**config.mk**
```make
export PLATFORM = sky130hd
export DESIGN_NAME = puf_challenge_sequencer
export DESIGN_NICKNAME = d
export VERILOG_FILES = /design/src/rtl/puf_pkg.sv /design/src/rtl/puf_majority_voter.sv /design/src/rtl/puf_challenge_sequencer.sv
export SDC_FILE = /design/constraint.sdc
export NUM_CORES = 1
export LEC_CHECK = 0
export ABC_AREA = 1
export CAP_MARGIN = 20
export CORE_MARGIN = 2
export CORE_UTILIZATION = 53
export CTS_CLUSTER_DIAMETER = 100
export DETAILED_ROUTE_END_ITERATION = 7
export GPL_ROUTABILITY_DRIVEN = 0
export GPL_TIMING_DRIVEN = 0
export PLACE_DENSITY = 0.83
export SKIP_CTS_REPAIR_TIMING = 1
export SLEW_MARGIN = 20
export SYNTH_ARGS = -nofsm -noshare
export SYNTH_HDL_FRONTEND = slang
export SYNTH_HIERARCHICAL = 1
export SYNTH_SLANG_ARGS = --single-unit
```
**constraint.sdc**
```tcl
create_clock -name clk -period 5.7 [get_ports clk]
set_input_delay 0.855 -clock clk [delete_from_list [all_inputs] [get_ports clk]]
set_output_delay 0.855 -clock clk [all_outputs]
set_load 0.05 [all_outputs]
```
**src/rtl/puf_pkg.sv**
```systemverilog
// Shared definitions for the PUF challenge sequencer.
//   PUF_KEY_W       : width of the key byte returned by the PUF core
//   puf_seq_state_t : sequencer FSM states
//   clog2()         : elaboration-time ceil(log2(value)); returns 0 for value <= 1
package puf_pkg;

  localparam int PUF_KEY_W = 8;

  typedef enum logic [2:0] {
    S_IDLE   = 3'd0,
    S_CLEAR  = 3'd1,
    S_MEAS   = 3'd2,
    S_SETTLE = 3'd3,
    S_SAMPLE = 3'd4,
    S_VOTE   = 3'd5,
    S_DONE   = 3'd6
  } puf_seq_state_t;

  function automatic int clog2(input int value);
    int r;
    r = 0;
    for (int i = 0; i < 31; i++) begin
      if ((1 << i) < value) r = i + 1;
    end
    return r;
  endfunction

endpackage

```
**src/rtl/puf_majority_voter.sv**
```systemverilog
// Eight-lane majority voter for repeated PUF key measurements.
// Each lane counts how many measurements returned a 1 for that key bit.
//   clk, reset   : clock, synchronous active-high reset
//   clr          : zero all lane counters (wins over acc)
//   acc          : add key[b] into lane b
//   key          : key byte being accumulated
//   voted        : per-lane majority (count > REPEATS/2), from the counters
//   disagree_cnt : lanes whose count is neither 0 nor REPEATS
module puf_majority_voter
  import puf_pkg::*;
#(
  parameter int REPEATS = 3
) (
  input  logic                 clk,
  input  logic                 reset,
  input  logic                 clr,
  input  logic                 acc,
  input  logic [PUF_KEY_W-1:0] key,
  output logic [PUF_KEY_W-1:0] voted,
  output logic [3:0]           disagree_cnt
);

  localparam int CW = (clog2(REPEATS + 1) < 1) ? 1 : clog2(REPEATS + 1);
  localparam logic [CW-1:0] FULL = CW'(REPEATS);
  localparam logic [CW-1:0] HALF = CW'(REPEATS / 2);

  logic [CW-1:0] cnt_q [PUF_KEY_W];
  logic [CW-1:0] cnt_d [PUF_KEY_W];

  always_comb begin
    for (int b = 0; b < PUF_KEY_W; b++) begin
      cnt_d[b] = cnt_q[b];
      if (clr)      cnt_d[b] = '0;
      else if (acc) cnt_d[b] = cnt_q[b] + CW'(key[b]);
    end
  end

  always_ff @(posedge clk) begin
    for (int b = 0; b < PUF_KEY_W; b++) begin
      if (reset) cnt_q[b] <= '0;
      else       cnt_q[b] <= cnt_d[b];
    end
  end

  always_comb begin
    voted        = '0;
    disagree_cnt = '0;
    for (int b = 0; b < PUF_KEY_W; b++) begin
      voted[b] = (cnt_q[b] > HALF);
      if ((cnt_q[b] != '0) && (cnt_q[b] != FULL)) disagree_cnt = disagree_cnt + 4'd1;
    end
  end

endmodule

```
**src/rtl/puf_challenge_sequencer.sv**
```systemverilog
// Sweeps N_CHAL challenges through an RO PUF core, measuring each REPEATS
// times (clear -> measure -> settle -> sample) and majority-voting the key.
//   clk, reset   : clock, synchronous active-high reset (aborts a sweep)
//   start        : begin a sweep; only looked at in IDLE
//   busy         : high while a sweep is in progress (through DONE)
//   done         : one-cycle pulse at the end of a sweep
//   chal         : challenge byte presented to the PUF core
//   puf_en       : ring-oscillator / counter enable
//   puf_clr      : counter / buffer clear
//   key          : key byte from the PUF core, read only in SAMPLE
//   response     : voted keys, challenge i in [8i+7:8i]
//   unstable_cnt : number of key bits whose measurements disagreed
// Valid/ready note: there is no backpressure; start is a request accepted
// only in IDLE, and done is a single-cycle completion strobe.
module puf_challenge_sequencer
  import puf_pkg::*;
#(
  parameter int          N_CHAL        = 16,
  parameter int          REPEATS       = 3,
  parameter int          CLR_CYCLES    = 4,
  parameter int          MEAS_CYCLES   = 1024,
  parameter int          SETTLE_CYCLES = 4,
  parameter logic [7:0]  CHAL_BASE     = 8'h00,
  parameter logic [7:0]  CHAL_STEP     = 8'h01
) (
  input  logic                            clk,
  input  logic                            reset,
  input  logic                            start,
  output logic                            busy,
  output logic                            done,
  output logic [7:0]                      chal,
  output logic                            puf_en,
  output logic                            puf_clr,
  input  logic [7:0]                      key,
  output logic [8*N_CHAL-1:0]             response,
  output logic [$clog2(8*N_CHAL+1)-1:0]   unstable_cnt
);

  localparam int UW     = $clog2(8 * N_CHAL + 1);
  localparam int MAX_PH = (CLR_CYCLES > MEAS_CYCLES)
                          ? ((CLR_CYCLES > SETTLE_CYCLES) ? CLR_CYCLES : SETTLE_CYCLES)
                          : ((MEAS_CYCLES > SETTLE_CYCLES) ? MEAS_CYCLES : SETTLE_CYCLES);
  localparam int TW     = (clog2(MAX_PH) < 1) ? 1 : clog2(MAX_PH);
  localparam int RW     = (clog2(REPEATS) < 1) ? 1 : clog2(REPEATS);
  localparam int IW     = (clog2(N_CHAL) < 1) ? 1 : clog2(N_CHAL);

  // Timer loads are "cycles - 1": the phase ends in the cycle the timer reads 0.
  localparam logic [TW-1:0] CLR_LOAD    = TW'(CLR_CYCLES - 1);
  localparam logic [TW-1:0] MEAS_LOAD   = TW'(MEAS_CYCLES - 1);
  localparam logic [TW-1:0] SETTLE_LOAD = TW'(SETTLE_CYCLES - 1);
  localparam logic [RW-1:0] REP_LAST    = RW'(REPEATS - 1);
  localparam logic [IW-1:0] IDX_LAST    = IW'(N_CHAL - 1);

  puf_seq_state_t        state_q, state_d;
  logic [TW-1:0]         timer_q, timer_d;
  logic [RW-1:0]         rep_q, rep_d;
  logic [IW-1:0]         idx_q, idx_d;
  logic [7:0]            chal_q, chal_d;
  logic [8*N_CHAL-1:0]   response_q, response_d;
  logic [UW-1:0]         unstable_q, unstable_d;
  logic                  busy_q, busy_d;
  logic                  done_q, done_d;
  logic                  puf_en_q, puf_en_d;
  logic                  puf_clr_q, puf_clr_d;

  logic                  voter_clr, voter_acc;
  logic [7:0]            voted;
  logic [3:0]            disagree_cnt;
  logic [UW:0]           unst_sum;

  assign voter_clr = ((state_q == S_IDLE) && start) || (state_q == S_VOTE);
  assign voter_acc = (state_q == S_SAMPLE);

  puf_majority_voter #(.REPEATS(REPEATS)) u_voter (
    .clk          (clk),
    .reset        (reset),
    .clr          (voter_clr),
    .acc          (voter_acc),
    .key          (key),
    .voted        (voted),
    .disagree_cnt (disagree_cnt)
  );

  always_comb begin
    state_d    = state_q;
    timer_d    = timer_q;
    rep_d      = rep_q;
    idx_d      = idx_q;
    chal_d     = chal_q;
    response_d = response_q;
    unstable_d = unstable_q;
    unst_sum   = {1'b0, unstable_q} + (UW+1)'(disagree_cnt);

    case (state_q)
      S_IDLE: begin
        if (start) begin
          state_d    = S_CLEAR;
          timer_d    = CLR_LOAD;
          idx_d      = '0;
          rep_d      = '0;
          chal_d     = CHAL_BASE;
          response_d = '0;
          unstable_d = '0;
        end
      end
      S_CLEAR: begin
        if (timer_q == '0) begin
          state_d = S_MEAS;
          timer_d = MEAS_LOAD;
        end else begin
          timer_d = timer_q - TW'(1);
        end
      end
      S_MEAS: begin
        if (timer_q == '0) begin
          state_d = S_SETTLE;
          timer_d = SETTLE_LOAD;
        end else begin
          timer_d = timer_q - TW'(1);
        end
      end
      S_SETTLE: begin
        if (timer_q == '0) begin
          state_d = S_SAMPLE;
          timer_d = '0;
        end else begin
          timer_d = timer_q - TW'(1);
        end
      end
      S_SAMPLE: begin
        timer_d = '0;
        if (rep_q != REP_LAST) begin
          rep_d   = rep_q + RW'(1);
          state_d = S_CLEAR;
          timer_d = CLR_LOAD;
        end else begin
          state_d = S_VOTE;
        end
      end
      S_VOTE: begin
        timer_d = '0;
        response_d[{idx_q, 3'b000} +: 8] = voted;
        unstable_d = unst_sum[UW] ? '1 : unst_sum[UW-1:0];
        rep_d = '0;
        if (idx_q == IDX_LAST) begin
          state_d = S_DONE;
        end else begin
          idx_d   = idx_q + IW'(1);
          chal_d  = chal_q + CHAL_STEP;
          state_d = S_CLEAR;
          timer_d = CLR_LOAD;
        end
      end
      S_DONE: begin
        timer_d = '0;
        state_d = S_IDLE;
      end
      default: state_d = S_IDLE;
    endcase

    // Outputs are decoded from the next state so they line up with state_q
    // while coming straight from flops.
    busy_d    = (state_d != S_IDLE);
    done_d    = (state_d == S_DONE);
    puf_clr_d = (state_d == S_CLEAR);
    puf_en_d  = (state_d == S_MEAS);
  end

  always_ff @(posedge clk) begin
    if (reset) begin
      state_q    <= S_IDLE;
      timer_q    <= '0;
      rep_q      <= '0;
      idx_q      <= '0;
      chal_q     <= CHAL_BASE;
      response_q <= '0;
      unstable_q <= '0;
      busy_q     <= 1'b0;
      done_q     <= 1'b0;
      puf_en_q   <= 1'b0;
      puf_clr_q  <= 1'b0;
    end else begin
      state_q    <= state_d;
      timer_q    <= timer_d;
      rep_q      <= rep_d;
      idx_q      <= idx_d;
      chal_q     <= chal_d;
      response_q <= response_d;
      unstable_q <= unstable_d;
      busy_q     <= busy_d;
      done_q     <= done_d;
      puf_en_q   <= puf_en_d;
      puf_clr_q  <= puf_clr_d;
    end
  end

  assign busy         = busy_q;
  assign done         = done_q;
  assign chal         = chal_q;
  assign puf_en       = puf_en_q;
  assign puf_clr      = puf_clr_q;
  assign response     = response_q;
  assign unstable_cnt = unstable_q;

endmodule

```
* Word level (Yosys, flattened, before mapping)
Memories as Yosys holds them, arrays and structs flattened. Cells that the tools add are included.
Operators by class: $add $sub $neg 21, multiply operators 0, divide/modulo/power cells 0, $lt $le $gt $ge 8, eq/ne operators 22, shift operators 2, muxes and demuxes 63, bitwise operators 8, reduce and logical (&&, ||, !) cells 28
Operators with widths (number):
- 128-bit one-hot mux with 2 select lines | 1
- 128-bit bitwise mux | 1
- 128-bit 2-to-1 mux | 1
- 8-bit by 9-bit variable shift with 128-bit output, first input constant | 1
- 8-bit by 9-bit variable part select with 128-bit output | 1
- 10-bit one-hot mux with 7 select lines | 1
- 2-bit 2-to-1 mux | 28
- 10-bit 2-to-1 mux | 4
- 4-bit 2-to-1 mux | 9
- 8-bit one-hot mux with 2 select lines | 2
- 4-bit by 1-bit adder with 4-bit output, second input constant | 7
- 8-bit 2-to-1 mux | 3
- 2-bit inequality test, second input constant | 12
- 3-bit 2-to-1 mux | 6
- 3-bit one-hot mux with 6 select lines | 1
- 2-bit nonzero test | 9
- 2-bit by 1-bit adder with 2-bit output | 8
- 2-bit by 1-bit greater-than comparator with 1-bit output, second input constant | 8
- 3-bit equality test, second input constant | 4
- 10-bit logical NOT | 1
- 10-bit by 1-bit subtractor with 10-bit output, second input constant | 1
- 8-bit by 4-bit adder with 9-bit output | 1
- 3-bit by 2-bit equality test with 1-bit output, second input constant | 3
- 1-bit logical AND | 9
- 16 further kinds | 30
Storage, ports and cells: bits in registers 167, latch bits 0, memory bits (writable) 16, memory bits (read-only) 0, output and inout bits 148, word-level logic and storage cells 164, memories 1
Memory list:
- u_voter.cnt_q | words 8, width 2, read ports 8, clocked after Yosys merged registers in 0, write ports 8, line puf_majority_voter.sv:27 | logic [CW-1:0] cnt_q [PUF_KEY_W];

* Longest topological paths before layout
Gate-level depths: netlist of the first run. An unclocked memory read counts as a cell.
depth in word-level cells 21, gate-level depth with buffers 37

* Hierarchy
Netlist of the first run, hierarchy kept.
By module, submodules not included:
- puf_challenge_sequencer | instances 1, cells each 993, area each 7512.2 um2
- puf_majority_voter | instances 1, cells each 230, area each 1431.4 um2

* Worst setup path after synthesis of the first run
OpenSTA, ideal clock, no wires.
path kind reg2reg, start memory u_voter/cnt_q[0][3] (netlist name), end register unstable_q[2], in the netlist unstable_cnt[2], setup time 0.132 ns, arrival 4.846 ns, setup slack 0.722 ns, stages on the path, launching flop included 33, cells stage by stage dfxtp_1 > inv_1 > ha_1 > ha_1 > inv_1 > nand2_2 > nand2_2 > ha_1 > nand2_1 > nand2_1 > ha_1 > or2_2 > nand2_1 > inv_1 > ha_1 > nand2_1 > nand2_1 > ha_1 > or2_2 > nand2_1 > inv_1 > ha_1 > nor2_1 > a21oi_1 > fa_1 > nand2_1 > inv_1 > nor2_1 > o21bai_1 > nand2_1 > o21ai_0 > nand2_1 > a21oi_1
RTL lines:
- start: declaration | line puf_majority_voter.sv:27
- end signal: assignment | line puf_challenge_sequencer.sv:189 | unstable_q <= unstable_d;
- end: declaration | line puf_challenge_sequencer.sv:60 | logic [UW-1:0] unstable_q, unstable_d;

==> impl_results.md, run 1 <==
* Synth unique cells at 40
* Reg2reg path depth at 34
* Cells after synthesis at 1223
* Final Setup Violations at 0
* Status: finished clean
* Largest net degree at the start of global routing at 19
* Final wirelength at 26.3 mm
* CP dominant cell by count: nand2_1
* Post-DRT Antenna Nets at 0
* Port Buf Inserts at 158
* FMAX at 190 MHz
* Crit end category: flop
* # placed instances at 1601
* Seq/Total Area, Yosys at 41.0%
* Clk slew on worst S/H paths at 70 ps
* Total track usage at 28.6%
* Hold Path End: rep_q[1]
* P per Cell Area at 291 nW/µm²
* Min-Delay Startpoint: rep_q[1]
* Mean Syn Cell Area at 7.31 µm²
* CTS sink cnt at 183
* Row cnt at 47
* Max Cap Viol at 0
* DRC viols at 0
* Clock Skew at 8.41 ps
* Grt peak-use layer: met2
* Primary FF master, synth: dfxtp_1
* DP Wirelength at 19.2 mm
* Worst r2r src: u_voter/cnt_q[0][3]
* Synth Warn # at 6
* Initial DRC count at 870
* Die width at 134 µm
* CP Class: reg -> reg
* Die height at 134 µm
* # diodes at 0
* Share of cells above drive strength 1 at 10.0%
* Slew margin rel. at 36.0%
* H-tree depth at 4
* Fin. Hold Viols at 0
* Final period util at 92.5%
* Critical Path Max Stage Delay at 370 ps
* Root buffer selected by CTS: clkbuf_16
* Reg2Reg Setup Slack at 430 ps
* CTS tree: built
* Core area at 16500 µm²
* Most frequent cells in the layout: nand2_1, nand3_1, dfxtp_1, a21oi_1, clkdlybuf4s50_1
* Commonest non-fill, non-tap cell in the layout: nand2_1
* Wirelength per Cell at 16.1 µm
* Slew at the pin closest to its max-slew limit at 953 ps
* WP data required at 6000 ps
* Global-route wire length before repair at 41.0 mm
* Worst-path maximum fanout at 6
* Vias per inst at 5.65
* WHS at 464 ps
* Num ports at 159
* Filler cells at 1337
* Mapped Nets at 1269
* Non-filler cells, final at 1635
* Async S/R FF share, synth at 0%
* Yosys top cell area share at 41.0%
* CP max stage cell: fa_2
* Worst min-delay path category: reg -> reg
* Max IR drop VDD at 0.241 mV
* Total CTS buffers at 17
* Met2 Usage GRT at 47.0%
* Min Tclk post-route at 5270 ps
* Skew-Pair Late Insertion Delay at 440 ps
* Initial antenna violation count at 0
* Total vias in the final route at 9245
* Number of synthesized register bits at 183
* Nets at 1448
* M3 GR Usage at 5.86%
* Area contributors post-synth: dfxtp_1, nand3_1, nand2_1
* Initial Util at 54.1%
* Cell area after synthesis at 8940 µm²
* Number of global-route vias before repair at 8184
* CP Launch Point: u_voter/cnt_q[0][3]
* Grt ovf at 0
* Reg-to-reg endpoint: unstable_cnt[3]
* Number of flops mapped to enable cells by yosys at 0
* Met1 usage in global routing at 36.7%
* Router iterations before antenna repair at 6
* Max Transition Viols Final at 0
* Die area at 17900 µm²
* Crit path DAT at 5580 ps
* Leak at 4.27 nW
* CP Launch Type: flop
* Area leader, netlist: dfxtp_1
* Clock tree buffer depth at 2
* Hold Path Stages at 2
* Area Overhead vs Synth at 28.0%
-- metal layers --
metal  wire length (µm)  part of all wire (%)
met5                  0                     0
met4                847                   3.2
met3               2440                   9.3
met2              12300                    47
met1              10700                    41
-- Yosys cell counts (all sizes together), types with 3 or more instances --
master and count:
nand3 222, nor3 38, xor2 5, nand4 11, nor2 77, nor4 12
buf 29, o21ai 13, clkbuf 28, inv 103, ha 34, or2 6
a21oi 176, nand2 275, clkinv 3, dfxtp 183
-- worst max-delay path, delay by kind of cell (launching register included) --
family                   cells  cell delay [ps]
AO/OA/AOI/OAI                4              340
flip-flops                   1              340
adder cells (fa/ha/maj)      8             2300
buffers and inverters        7              400
AND/OR/NAND/NOR             15             1740
-- worst max path at each step --
stage                                 end  depth (start not counted)
after floorplan           unstable_cnt[2]                         32
after CTS                 unstable_cnt[3]                         33
final                     unstable_cnt[3]                         34
after global routing      unstable_cnt[2]                         34
after global placement    unstable_cnt[3]                         33
after detailed placement  unstable_cnt[7]                         32
-- per-stage QoR --
stage               TNS, ps  cell area [µm²]  utilization, %  power (mW)  setup WS (ps)
floorplan                 0             8940               -        1.97            722
CTS                       0            11400            68.9        3.32            183
finish                    0            11400            69.3        3.33            427
global placement          0            10800            65.4        2.14            325
global route          -19.7            11400            69.3        3.48          -19.7
detailed placement        0            10800            65.4        2.15            234
-- registers in the layout (all words and copies together) (netlist names), 2 cells and up --
register,flops
chal,8
idx_q,4
rep_q,2
response,128
state_q,3
timer_q,10
u_voter/cnt_q,16
unstable_cnt,8
-- where the power goes --
part           internal [mW]  switching (mW)  total [mW]
clock                  0.622           0.559        1.18
sequential              1.33          0.0431        1.37
combinational          0.212           0.565       0.777
total                   2.16            1.17        3.33
-- logic make-up (layout without fill, tap and decap cells) --
| group | Yosys count | after routing | synth area share, % |
|---|---|---|---|
| AO/OA/AOI/OAI | 193 | 193 | 10.9 |
| XOR/XNOR | 6 | 6 | 0.588 |
| adder cells (fa/ha/maj) | 35 | 35 | 4.98 |
| buffers and inverters | 163 | 355 | 7.53 |
| flip-flops | 183 | 183 | 41.0 |
| AND/OR/NAND/NOR | 643 | 643 | 35.0 |
-- cell type report --
cell class / count / area (µm²) / area share [%]
flip-flops and latches: 183 / 3660 / 32.0
inverters: 106 / 407 / 3.55
multi-input cells: 877 / 4660 / 40.7
repair buffers: 160 / 1600 / 13.9
plain buffers: 57 / 267 / 2.33
well taps: 220 / 275 / 2.40
clock inverters: 15 / 155 / 1.36
clock buffers: 17 / 425 / 3.72
Note: power is estimated with default switching activity, not from simulation.
==> run 2: changes to the inputs <==
- CTS_CLUSTER_DIAMETER: 100 -> default
- SLEW_MARGIN: 20 -> default
- clock period: 5.7 -> 5.3 ns (I/O delays scaled with it)
==> run 2 against run 1 <==
Via count decreased by 0.13%. Critical endpoint is now unstable_cnt[7]. Fmax grew 6.3%. Wire length grew 0.29%. Flip-flop and latch count did not move. Clock power grew 8%.
==> impl_results.md, run 2 (same netlist as run 1, synthesis figures left out) <==
* CP Launch Type: flop
* Commonest non-fill, non-tap cell in the layout: nand2_1
* # placed instances at 1601
* Skew-Pair Late Insertion Delay at 440 ps
* Nets at 1450
* CP max stage cell: dfxtp_2
* Clock Skew at 8.32 ps
* Non-filler cells, final at 1637
* CP Class: reg -> reg
* Total Power at 3.59 mW
* Core area at 16500 µm²
* Slew at the pin closest to its max-slew limit at 920 ps
* Die area at 17900 µm²
* Fin util at 69.6%
* Die height at 134 µm
* Fin. Hold Viols at 0
* Total CTS buffers at 17
* Post-DRT Antenna Nets at 0
* Num ports at 159
* Initial Util at 54.1%
* CTS sink cnt at 183
* Share of cells above drive strength 1 at 11.2%
* Final wirelength at 26.4 mm
* Router iterations before antenna repair at 6
* Vias per inst at 5.64
* Initial DRC count at 940
* WP data required at 5600 ps
* Max Cap Viol at 0
* Wirelength per Cell at 16.1 µm
* Most frequent cells in the layout: nand2_1, nand3_1, dfxtp_1, a21oi_1, clkdlybuf4s50_1
* Global-route wire length before repair at 41.0 mm
* Initial antenna violation count at 0
* Clock tree buffer depth at 2
* Number of global-route vias before repair at 8184
* Row cnt at 47
* Max IR drop VDD at 0.260 mV
* Final period util at 93.6%
* Die width at 134 µm
* Filler cells at 1323
* # diodes at 0
* Final Setup Violations at 0
* Area Overhead vs Synth at 28.6%
* Leak at 4.28 nW
* Max Transition Viols Final at 0
* CTS tree: built
* Total track usage at 28.6%
* Total vias in the final route at 9233
* Critical Path Max Stage Delay at 340 ps
* Clk slew on worst S/H paths at 70 ps
* Status: finished clean
* Crit end category: flop
* DRC viols at 0
* Crit path DAT at 5260 ps
* H-tree depth at 4
* Slew margin rel. at 38.2%
* Port Buf Inserts at 158
* DP Wirelength at 19.2 mm
* Largest net degree at the start of global routing at 19
* Root buffer selected by CTS: clkbuf_16
* Worst min-delay path category: reg -> reg
* Worst-path maximum fanout at 3
* Min Tclk post-route at 4960 ps
* Grt ovf at 0
* Max reg flops at 128
* CP dominant cell by count: nand2_1
* FMAX at 202 MHz
* P per Cell Area at 312 nW/µm²
## run 2: final timing paths
| check | start | end | slack (ps) | cells after the start |
|---|---|---|---|---|
| worst max-delay path | u_voter/cnt_q[0][3] | unstable_cnt[7] | 340 | 38 |
| worst min-delay path | rep_q[1] | rep_q[1] | 460 | 2 |
| worst min register to register | rep_q[1] | rep_q[1] | 460 | 2 |
| worst max register to register | u_voter/cnt_q[0][3] | unstable_cnt[7] | 340 | 38 |
## run 2: worst max-delay path: cells and delay by family (launching register included)
family,cells,cell delay [ps]
flip-flops,1,340
AND/OR/NAND/NOR,19,1640
XOR/XNOR,1,150
buffers and inverters,9,600
adder cells (fa/ha/maj),8,2040
AO/OA/AOI/OAI,1,50
## run 2: metrics by stage
stage               hold slack [ps]  setup TNS (ps)  setup WS [ps]  instance area (µm²)
finish                          464               0            341                11500
floorplan                       428               0            322                 8940
global placement                441            -309          -75.0                10800
CTS                             462           -1260           -217                11400
detailed placement              453            -915           -166                10800
global route                    480           -27.1          -27.1                11500
## run 2: report_power, final
| group | internal, mW | switching [mW] |
|---|---|---|
| clock network | 0.669 | 0.604 |
| logic | 0.229 | 0.609 |
| registers | 1.43 | 0.0461 |
## run 2: layout make-up
| type | count | area, µm² | share of cell area [%] |
|---|---|---|---|
| multi-input cells | 877 | 4690 | 40.8 |
| clock buffers | 17 | 425 | 3.70 |
| well taps | 220 | 275 | 2.39 |
| repair buffers | 162 | 1610 | 14.0 |
| clock inverters | 15 | 155 | 1.35 |
| flip-flops and latches | 183 | 3670 | 31.9 |
| plain buffers | 57 | 267 | 2.32 |
| inverters | 106 | 407 | 3.54 |
## run 2: routing by layer
layer  vias to the layer above  global-route usage, %  wire, µm
li1                       4467                      -         -
met1                      4259                   36.7     10800
met2                       432                   47.0     12400
met3                        75                   5.86      2260
met4                         0                   11.8       910
met5                         -                      0         0
==> run 3: changes to the inputs <==
- MAX_ROUTING_LAYER: default -> met4
==> run 3 against run 2 <==
Critical path type unchanged. Flip-flop and latch count did not move. Sequential share of layout area did not move. Largest cell class unchanged. Highest routed layer unchanged. Design area did not move. First-iteration DRC count rose by 2.3%. Via count rose by 0.30%. Fmax fell by 0.10%. Register-to-register slack barely moved.
==> impl_results.md, run 3 (same netlist as run 1, synthesis figures left out) <==
* Global-route wire length before repair at 41.0 mm
* Final Setup Violations at 0
* Crit path DAT at 5260 ps
* Sequential Area at 3670 µm²
* Dpl ws at -166 ps
* Setup TNS at 0 ps
* H-tree depth at 4
* Core area at 16500 µm²
* Slew margin rel. at 42.4%
* CP max stage cell: fa_2
* Largest delay share family, worst path: adder cells
* Initial Util at 54.1%
* Die width at 134 µm
* Worst min-delay path category: reg -> reg
* Total CTS buffers at 17
* Initial antenna violation count at 0
* Vias per inst at 5.66
* CTS sink cnt at 183
* Final period util at 93.7%
* Worst-path maximum fanout at 4
* Clk slew on worst S/H paths at 70 ps
* Final wirelength at 26.3 mm
* Nets at 1450
* Skew-Pair Late Insertion Delay at 440 ps
* Multi-input gate area at 4690 µm²
* Max Cap Viol at 0
* Clock Skew at 8.73 ps
* Filler cells at 1323
* FMAX at 201 MHz
* CP Class: reg -> reg
* Fin. Hold Viols at 0
* P per Cell Area at 311 nW/µm²
* Post-DP Area at 10800 µm²
* Row cnt at 47
* Clock tree buffer depth at 2
* Initial DRC count at 962
* DRC viols at 0
* Slew at the pin closest to its max-slew limit at 857 ps
* Die area at 17900 µm²
* Total vias in the final route at 9261
* Critical Path Max Stage Delay at 370 ps
* Router iterations before antenna repair at 6
* Most frequent cells in the layout: nand2_1, nand3_1, dfxtp_1, a21oi_1, clkdlybuf4s50_1
* Share of cells above drive strength 1 at 11.2%
* DP Wirelength at 19.2 mm
* Num ports at 159
* Post-DRT Antenna Nets at 0
* Leak at 4.28 nW
* Largest net degree at the start of global routing at 19
* Max reg flops at 128
* Final WS setup at 336 ps
* CP Launch Type: flop
* Number of global-route vias before repair at 8199
* Design Area, Final at 11500 µm²
* CP dominant cell by count: nand2_1
* Status: finished clean
* Total track usage at 29.4%
* Area Overhead vs Synth at 28.6%
* Die height at 134 µm
* Min Tclk post-route at 4960 ps
* CTS tree: built
* Commonest non-fill, non-tap cell in the layout: nand2_1
* # diodes at 0
* WP data required at 5600 ps
* Grt ovf at 0
* Max IR drop VDD at 0.259 mV
* Root buffer selected by CTS: clkbuf_16
* Wirelength per Cell at 16.1 µm
* Max Transition Viols Final at 0
* Buf/Inv on CP at 8
* Crit end category: flop
* Port Buf Inserts at 158
==> run 3: cell counts in the layout (fill, tap and decap cells not counted) <==
Identical to the previous run, type by type.
==> run 3: metal layers <==
layer / GRT usage (%) / part of all wire [%] / vias up
li1: - / - / 4456
met1: 36.6 / 41 / 4227
met2: 46.6 / 47 / 477
met3: 5.78 / 8.8 / 101
met4: 12.8 / 3.9 / 0
met5: - / 0 / -
==> run 3: final cells by class <==
class / count / area share [%]
clock buffers: 17 / 3.70
repair buffers: 162 / 14.0
clock inverters: 15 / 1.35
multi-input cells: 877 / 40.8
well taps: 220 / 2.39
flip-flops and latches: 183 / 31.9
inverters: 106 / 3.54
plain buffers: 57 / 2.32
==> run 3: path summary, 6_finish.rpt <==
kind / startpoint / to / slack (ps) / cells after the start
max reg2reg: u_voter/cnt_q[0][3] / unstable_cnt[4] / 340 / 35
min reg2reg: rep_q[1] / rep_q[1] / 460 / 2
min: rep_q[1] / rep_q[1] / 460 / 2
max: u_voter/cnt_q[0][3] / unstable_cnt[4] / 340 / 35
==> run 3: report_power, final <==
part / switching (mW) / internal [mW]
clock network: 0.599 / 0.669
registers: 0.0463 / 1.43
logic: 0.604 / 0.228
==> run 3: through the flow <==
step                      power (mW)  hold slack [ps]  std cells  utilization [%]
final                           3.58              463       1637             69.6
after global routing            3.74              480       1637             69.6
after CTS                       3.57              462       1633             68.9
after detailed placement        2.32              453       1601             65.4
after global placement          2.30              441       1601             65.4
after floorplan                 2.12              428       1223                -
==> run 3: worst min-delay path: stages (launching register included) <==
cell     delay, ps
dfxtp_1        320
inv_1           50
a21oi_1         50
